==> config.mk <==
export PLATFORM = sky130hd
export DESIGN_NAME = axi_rtio_cmd_slave
export DESIGN_NICKNAME = d
export VERILOG_FILES = /design/src/rtl/axi_rtio_cmd_slave.sv
export SDC_FILE = /design/constraint.sdc
export NUM_CORES = 1
export LEC_CHECK = 0
export CAP_MARGIN = 20
export CORE_AREA = 2 2 185 187
export CTS_CLUSTER_DIAMETER = 80
export CTS_CLUSTER_SIZE = 24
export DETAILED_ROUTE_END_ITERATION = 12
export DIE_AREA = 0 0 187 189
export DONT_BUFFER_PORTS = 1
export PLACE_DENSITY_LB_ADDON = 0.1
export REMOVE_ABC_BUFFERS = 1
export SYNTH_ARGS = -nofsm -noshare
export SYNTH_HDL_FRONTEND = slang
export SYNTH_SLANG_ARGS = --single-unit
==> constraint.sdc <==
create_clock -name s_axi_aclk -period 4.83 [get_ports s_axi_aclk]
set_clock_uncertainty 0.15 [all_clocks]
set_input_delay 0.966 -clock s_axi_aclk [delete_from_list [all_inputs] [get_ports s_axi_aclk]]
set_output_delay 0.966 -clock s_axi_aclk [all_outputs]
set_load 0.03 [all_outputs]
==> src/rtl/axi_rtio_cmd_slave.sv <==
// axi_rtio_cmd_slave
//   AXI4 responder terminating 128-bit PS write traffic for RTIO commands and
//   time-controller control words. Base decode happens upstream; only
//   addr[7:0] selects a register here:
//     0x00 CMD    : write pushes a full-strobe beat to the command FIFO,
//                   read returns status
//     0x10 CTRL   : 4-bit control register, read/write
//     0x20 STATUS : {fifo_full, push_count[31:0]}, read-only
//   Ports:
//     s_axi_aclk / s_axi_aresetn : clock, asynchronous active-low reset
//     s_axi_aw* / s_axi_w* / s_axi_b* : AXI4 write channels
//     s_axi_ar* / s_axi_r*        : AXI4 read channels
//     fifo_din / fifo_wr_en / fifo_full : command FIFO push port
//     ctrl_out / ctrl_wr_pulse    : control register and its write strobe
module axi_rtio_cmd_slave #(
  parameter int unsigned AXI_ADDR_WIDTH = 16,
  parameter int unsigned AXI_ID_WIDTH   = 1
) (
  input  logic                      s_axi_aclk,
  input  logic                      s_axi_aresetn,
  input  logic [AXI_ID_WIDTH-1:0]   s_axi_awid,
  input  logic [AXI_ADDR_WIDTH-1:0] s_axi_awaddr,
  input  logic [7:0]                s_axi_awlen,
  input  logic [2:0]                s_axi_awsize,
  input  logic [1:0]                s_axi_awburst,
  input  logic                      s_axi_awvalid,
  output logic                      s_axi_awready,
  input  logic [127:0]              s_axi_wdata,
  input  logic [15:0]               s_axi_wstrb,
  input  logic                      s_axi_wlast,
  input  logic                      s_axi_wvalid,
  output logic                      s_axi_wready,
  output logic [AXI_ID_WIDTH-1:0]   s_axi_bid,
  output logic [1:0]                s_axi_bresp,
  output logic                      s_axi_bvalid,
  input  logic                      s_axi_bready,
  input  logic [AXI_ID_WIDTH-1:0]   s_axi_arid,
  input  logic [AXI_ADDR_WIDTH-1:0] s_axi_araddr,
  input  logic [7:0]                s_axi_arlen,
  input  logic                      s_axi_arvalid,
  output logic                      s_axi_arready,
  output logic [AXI_ID_WIDTH-1:0]   s_axi_rid,
  output logic [127:0]              s_axi_rdata,
  output logic [1:0]                s_axi_rresp,
  output logic                      s_axi_rlast,
  output logic                      s_axi_rvalid,
  input  logic                      s_axi_rready,
  output logic [127:0]              fifo_din,
  output logic                      fifo_wr_en,
  input  logic                      fifo_full,
  output logic [3:0]                ctrl_out,
  output logic                      ctrl_wr_pulse
);

  localparam logic [1:0] RESP_OKAY   = 2'b00;
  localparam logic [1:0] RESP_SLVERR = 2'b10;
  localparam logic [1:0] RESP_DECERR = 2'b11;

  typedef enum logic [1:0] {W_IDLE, W_DATA, W_RESP} w_state_e;
  typedef enum logic       {R_IDLE, R_DATA} r_state_e;
  typedef enum logic [1:0] {T_CMD, T_CTRL, T_STATUS, T_NONE} tgt_e;

  function automatic tgt_e decode(input logic [7:0] off);
    case (off)
      8'h00:   return T_CMD;
      8'h10:   return T_CTRL;
      8'h20:   return T_STATUS;
      default: return T_NONE;
    endcase
  endfunction

  // Write side state
  w_state_e                w_state_q, w_state_d;
  tgt_e                    w_tgt_q, w_tgt_d;
  logic [AXI_ID_WIDTH-1:0] wid_q, wid_d;
  logic [7:0]              wlen_q, wlen_d;
  logic [7:0]              wbeat_q, wbeat_d;
  logic                    slverr_q, slverr_d;
  logic                    decerr_q, decerr_d;
  logic                    awready_q, awready_d;
  logic                    bvalid_q, bvalid_d;
  logic [3:0]              ctrl_q, ctrl_d;
  logic                    ctrl_pulse_q, ctrl_pulse_d;
  logic [31:0]             push_cnt_q, push_cnt_d;
  logic                    wready;
  logic                    push;
  logic                    last_beat;

  // Read side state
  r_state_e                r_state_q, r_state_d;
  tgt_e                    r_tgt_q, r_tgt_d;
  logic [AXI_ID_WIDTH-1:0] rid_q, rid_d;
  logic [7:0]              rlen_q, rlen_d;
  logic [7:0]              rbeat_q, rbeat_d;
  logic                    arready_q, arready_d;
  logic                    rvalid_q, rvalid_d;
  logic [127:0]            rdata;
  logic [1:0]              rresp;

  always_comb begin
    w_state_d    = w_state_q;
    w_tgt_d      = w_tgt_q;
    wid_d        = wid_q;
    wlen_d       = wlen_q;
    wbeat_d      = wbeat_q;
    slverr_d     = slverr_q;
    decerr_d     = decerr_q;
    ctrl_d       = ctrl_q;
    ctrl_pulse_d = 1'b0;
    push_cnt_d   = push_cnt_q;
    wready       = 1'b0;
    push         = 1'b0;
    last_beat    = 1'b0;
    case (w_state_q)
      W_IDLE: begin
        if (s_axi_awvalid && awready_q) begin
          w_tgt_d   = decode(s_axi_awaddr[7:0]);
          wid_d     = s_axi_awid;
          wlen_d    = s_axi_awlen;
          wbeat_d   = '0;
          slverr_d  = 1'b0;
          decerr_d  = 1'b0;
          w_state_d = W_DATA;
        end
      end
      W_DATA: begin
        // Only the CMD target back-pressures on the FIFO, so a full FIFO
        // can never see a push.
        wready = (w_tgt_q == T_CMD) ? ~fifo_full : 1'b1;
        if (s_axi_wvalid && wready) begin
          last_beat = (wbeat_q == wlen_q);
          // Beat count alone ends the burst; a disagreeing wlast is only
          // reported.
          if (s_axi_wlast != last_beat) slverr_d = 1'b1;
          case (w_tgt_q)
            T_CMD: begin
              if (&s_axi_wstrb) begin
                push       = 1'b1;
                push_cnt_d = push_cnt_q + 32'd1;
              end else begin
                slverr_d = 1'b1;
              end
            end
            T_CTRL: begin
              if (s_axi_wstrb[0]) begin
                ctrl_d       = s_axi_wdata[3:0];
                ctrl_pulse_d = 1'b1;
              end
            end
            T_STATUS: slverr_d = 1'b1;
            default:  decerr_d = 1'b1;
          endcase
          wbeat_d = wbeat_q + 8'd1;
          if (last_beat) w_state_d = W_RESP;
        end
      end
      W_RESP: begin
        if (s_axi_bready) w_state_d = W_IDLE;
      end
      default: w_state_d = W_IDLE;
    endcase
    // Handshake outputs are registered from the next state so that they
    // stay low while reset is held.
    awready_d = (w_state_d == W_IDLE);
    bvalid_d  = (w_state_d == W_RESP);
  end

  always_comb begin
    r_state_d = r_state_q;
    r_tgt_d   = r_tgt_q;
    rid_d     = rid_q;
    rlen_d    = rlen_q;
    rbeat_d   = rbeat_q;
    case (r_state_q)
      R_IDLE: begin
        if (s_axi_arvalid && arready_q) begin
          r_tgt_d   = decode(s_axi_araddr[7:0]);
          rid_d     = s_axi_arid;
          rlen_d    = s_axi_arlen;
          rbeat_d   = '0;
          r_state_d = R_DATA;
        end
      end
      R_DATA: begin
        if (s_axi_rready) begin
          if (rbeat_q == rlen_q) r_state_d = R_IDLE;
          else                   rbeat_d   = rbeat_q + 8'd1;
        end
      end
      default: r_state_d = R_IDLE;
    endcase
    arready_d = (r_state_d == R_IDLE);
    rvalid_d  = (r_state_d == R_DATA);
  end

  // Read data is built from live register values each beat, so a control
  // write landing in the same cycle is not yet visible.
  always_comb begin
    rdata = '0;
    rresp = RESP_OKAY;
    if (rvalid_q) begin
      case (r_tgt_q)
        T_CMD, T_STATUS: rdata = {95'b0, fifo_full, push_cnt_q};
        T_CTRL:          rdata = {124'b0, ctrl_q};
        default:         rresp = RESP_DECERR;
      endcase
    end
  end

  always_ff @(posedge s_axi_aclk or negedge s_axi_aresetn) begin
    if (!s_axi_aresetn) begin
      w_state_q    <= W_IDLE;
      w_tgt_q      <= T_CMD;
      wid_q        <= '0;
      wlen_q       <= '0;
      wbeat_q      <= '0;
      slverr_q     <= 1'b0;
      decerr_q     <= 1'b0;
      awready_q    <= 1'b0;
      bvalid_q     <= 1'b0;
      ctrl_q       <= '0;
      ctrl_pulse_q <= 1'b0;
      push_cnt_q   <= '0;
      r_state_q    <= R_IDLE;
      r_tgt_q      <= T_CMD;
      rid_q        <= '0;
      rlen_q       <= '0;
      rbeat_q      <= '0;
      arready_q    <= 1'b0;
      rvalid_q     <= 1'b0;
    end else begin
      w_state_q    <= w_state_d;
      w_tgt_q      <= w_tgt_d;
      wid_q        <= wid_d;
      wlen_q       <= wlen_d;
      wbeat_q      <= wbeat_d;
      slverr_q     <= slverr_d;
      decerr_q     <= decerr_d;
      awready_q    <= awready_d;
      bvalid_q     <= bvalid_d;
      ctrl_q       <= ctrl_d;
      ctrl_pulse_q <= ctrl_pulse_d;
      push_cnt_q   <= push_cnt_d;
      r_state_q    <= r_state_d;
      r_tgt_q      <= r_tgt_d;
      rid_q        <= rid_d;
      rlen_q       <= rlen_d;
      rbeat_q      <= rbeat_d;
      arready_q    <= arready_d;
      rvalid_q     <= rvalid_d;
    end
  end

  assign s_axi_awready = awready_q;
  assign s_axi_wready  = wready;
  assign s_axi_bvalid  = bvalid_q;
  assign s_axi_bid     = wid_q;
  assign s_axi_bresp   = decerr_q ? RESP_DECERR : (slverr_q ? RESP_SLVERR : RESP_OKAY);
  assign s_axi_arready = arready_q;
  assign s_axi_rvalid  = rvalid_q;
  assign s_axi_rid     = rid_q;
  assign s_axi_rdata   = rdata;
  assign s_axi_rresp   = rresp;
  assign s_axi_rlast   = rvalid_q && (rbeat_q == rlen_q);
  assign fifo_din      = s_axi_wdata;
  assign fifo_wr_en    = push;
  assign ctrl_out      = ctrl_q;
  assign ctrl_wr_pulse = ctrl_pulse_q;

  // Size/burst type are irrelevant (every beat hits one register) and the
  // upper address bits are decoded upstream.
  logic unused_ok;
  assign unused_ok = ^{s_axi_awaddr[AXI_ADDR_WIDTH-1:8], s_axi_araddr[AXI_ADDR_WIDTH-1:8],
                       s_axi_awsize, s_axi_awburst};

endmodule
==> run summary <==
The run finished with clean final reports. After synthesis, the share of flip-flops with an asynchronous set or reset is 100%. The count of endpoints failing hold in the final timing report was 0; the shortest period the worst path allows was 3.29 ns. VDD sags by at most 0.163 mV. The logs give 9 for the number of buffers added by the clock tree synthesis step and 0.949 for the routability congestion estimate. The required time of the critical path was 3.71 ns. The clock edge transition at the registers on the reported setup and hold paths is 0.06 ns. The first detailed-routing pass ran for 6 iterations. The register area was 2080 um^2. The tree is rooted in a sky130_fd_sc_hd__clkbuf_16. The H-tree was split into 3 levels.

The final-layout worst hold slack was 0.157 ns. The logs give 0.00253 W for the total chip power and 160 for the number of DRC markers in iteration 0. Kind of end point of the critical path: an output port. The relative area change from synthesis to final layout is -8.02%.

The count of buffer and inverter cells on the critical path came out at 1. The number of antenna violations at the first check in global routing was 0; the peak clock frequency supported by timing was 304 MHz. The final route contains 3,894 vias. The area of the die was 35,300 um^2. The clock sink count is 83.

The core region is 33,300 um^2. On the critical path, the stage with the largest delay is an instance of sky130_fd_sc_hd__nor2_1. The initialized floorplan defines 67 standard-cell rows. The post-synthesis sequential area ratio was 34.4%.

TritonCTS built the clock tree. The area used by multi-input combinational logic is 2550 um^2, and the estimated wirelength of the detail-placed design is 37.6 mm. The number of antenna diodes in the final layout is 0. The dominant register cell in the synthesized netlist was sky130_fd_sc_hd__dfrtp_1.

The share of synthesized area in the top cell type comes to 34.4%. Fill cells in the final layout number 3,815. The start-to-end type of the worst setup path is in -> out.

In the routed layout, each cell is associated on average with a via count of 3.89. For this run, the post-layout net count is 761. Summed over all layers, the global routing overflow is 0.

Setup repair after global routing left no endpoint under its margin. After detailed routing, the total wire length is 41.3 mm. Ranked by total cell area, the synthesized netlist is headed by sky130_fd_sc_hd__dfrtp_1, sky130_fd_sc_hd__buf_4, sky130_fd_sc_hd__nand2_1. The run gives 18.1% as the starting density of the core. The reported leakage power came out at 2.53 nW. The signal on the critical path passes through nand4_1, nor2_1, nand2_1, nor3b_1, buf_4. Global routing consumed, over all layers together, 23.0% of the routing resources. The via count of the first global-routing pass was 3,770. Broken down by cell family, the worst path's largest delay share belongs to simple AND/OR/NAND/NOR gates. Measured along the x axis, the die boundary spans 187 um. In the finished design, the share of the clock period the worst path needs comes to 68.2%. The tools report the number of remaining DRC errors as 0. Cells with a size suffix above 1 make up 8.32% of the layout. Kind of launch point of the worst setup path: an input pin.

Entering global routing, the biggest net connects 84 pins. For the final routed database, the setup TNS stands at 0 ns. Dividing total power by cell area gives a power density of 455 nW/um^2. The slew at the pin closest to its max-slew limit was 0.962 ns; the maximum single-stage delay on the critical path was 0.53 ns. The worst hold-check path type is in -> async. For the number of hold buffers added after CTS, the log shows 0. The synthesized area is 6040 um^2, and the number of port buffers is 0. The largest total area in the synthesized netlist belongs to sky130_fd_sc_hd__dfrtp_1. After synthesis, the mean cell area works out to 8.92 um^2.

The synthesized netlist cell count was 677. The detail-routed net length per standard cell is 41.2 um, and the final number of setup-violating endpoints is 0. In this run the tightest slew margin relative to its limit is 35.6%. For the global-route wire length before repair, the log shows 49.9 mm. The post-CTS setup repair buffer count is 0. During synthesis, Yosys emitted a total of 0 warnings.

The reg2reg setup slack is 2.13 ns. STA puts the critical path data arrival time at 2.18 ns. For the final count of pins violating max slew, the log shows 0. The run gives 47 as the unique cell type count in the Yosys netlist.

The die is 189 um tall. For the worst-skew pair, the clock arrives at the later sink with an insertion delay of 0.35 ns. Counting flops and latches in the post-synthesis netlist gives 83. The max-capacitance violation count was 0; the highest fanout seen on the critical path was 4. Post-CTS repair changed the size of 0 cells.

No sink is reached through more buffers than the 2 on the longest clock path. For this design the top-level I/O count stands at 482. The number of synthesized flops with an enable pin is 0. For the post-detailed-route count of antenna-violating nets, the log shows 0.
layout make-up:
class                           instances  share of cell area (%)
Clock buffer                           12                    4.80
Clock inverter                          2                   0.631
Inverter                                5                   0.338
Multi-Input combinational cell        445                    45.9
Sequential cell                        83                    37.4
Tap cell                              448                    10.1
Timing Repair Buffer                    6                   0.811
registers in the layout, indices dropped and copies added, names as in the netlist:
name / cells
push_cnt_q: 32
rbeat_q: 8
rlen_q: 8
wbeat_q: 8
wlen_q: 8
ctrl_out: 4
r_tgt_q: 2
w_state_q: 2
w_tgt_q: 2
ctrl_wr_pulse: 1
decerr_q: 1
s_axi_arready: 1
s_axi_awready: 1
s_axi_bid: 1
s_axi_bvalid: 1
s_axi_rid: 1
s_axi_rvalid: 1
slverr_q: 1
final timing paths:
| path | start | endpoint | cells past startpoint |
|---|---|---|---|
| setup reg to reg | w_state_q[1]$_DFF_PN0_ | ctrl_out[1]$_DFFE_PN0P_ | 4 |
| hold / removal | s_axi_aresetn | push_cnt_q[29]$_DFFE_PN0P_ | 0 |
| max in group asynchronous | s_axi_aresetn | ctrl_out[1]$_DFFE_PN0P_ | 0 |
| min in group s_axi_aclk | push_cnt_q[26]$_DFFE_PN0P_ | push_cnt_q[26]$_DFFE_PN0P_ | 1 |
| hold reg to reg | push_cnt_q[26]$_DFFE_PN0P_ | push_cnt_q[26]$_DFFE_PN0P_ | 1 |
| setup / recovery | s_axi_wstrb[8] | fifo_wr_en | 5 |
where the power goes:
part | internal (W) | switching, W | leakage (nW)
combinational | 0.000220 | 0.000458 | 1.30
clock | 0.000437 | 0.000304 | 0.151
sequential | 0.000853 | 0.000254 | 1.08
synthesized netlist by cell type (all sizes together), types with 5 or more instances:
master	instances
o21ai	5
nand2	84
xnor2	21
dfrtp	83
inv	5
nand3	19
and3	6
xor2	33
nor2b	11
clkbuf	9
nand4	20
and2	33
nor2	33
buf	229
mux2	6
a21oi	9
nor4	12
nor3	21
worst register-to-register path, cell delays in order (launching register included):
cell                       delay, ns
sky130_fd_sc_hd__dfrtp_1        0.42
sky130_fd_sc_hd__nand3b_1       0.26
sky130_fd_sc_hd__nor2_1         0.71
sky130_fd_sc_hd__nand4b_1       0.59
sky130_fd_sc_hd__mux2_2         0.46
placed cells by master, fill, tap and decap left out, drive strengths merged, types with 19 or more instances in the layout:
cell / instances
conb: 95
nand2: 84
dfrtp: 83
xor2: 33
nor2: 33
and2: 33
xnor2: 21
nor3: 21
nand4: 20
nand3: 19
layer usage:
| layer | GRT usage [%] | vias up | share of wire (%) |
|---|---|---|---|
| met5 | 0 | - | 0 |
| met3 | 31.5 | 29 | 29 |
| li1 | - | 1639 | - |
| met4 | 6.68 | 0 | 2.8 |
| met2 | 42.2 | 453 | 52 |
| met1 | 10.4 | 1773 | 16 |
metrics by stage:
step                      setup slack [ns]  cells  util (%)  area (um^2)
after floorplan                       1.53    533         -         4650
after global placement                1.51    987      15.8         5250
after detailed placement              1.58    987      15.8         5250
after CTS                             1.39   1001      16.7         5550
after global routing                  1.35   1001      16.7         5550
final                                 1.54   1001      16.7         5550
cells by family (layout without fill, tap and decap cells):
group / count (synthesis) / in the layout / synth area share (%)
and+or+nand+nor: 255 / 255 / 23.1
buffers and inverters: 243 / 25 / 29.2
DFF: 83 / 83 / 34.4
xor gates and xnor gates: 54 / 54 / 7.83
AOI/OAI and AO/OA: 29 / 29 / 3.17
muxes: 9 / 9 / 1.62
adders and majority gates: 3 / 3 / 0.622
other: 1 / 95 / 0.0621
(Power assumes the default switching activity.)
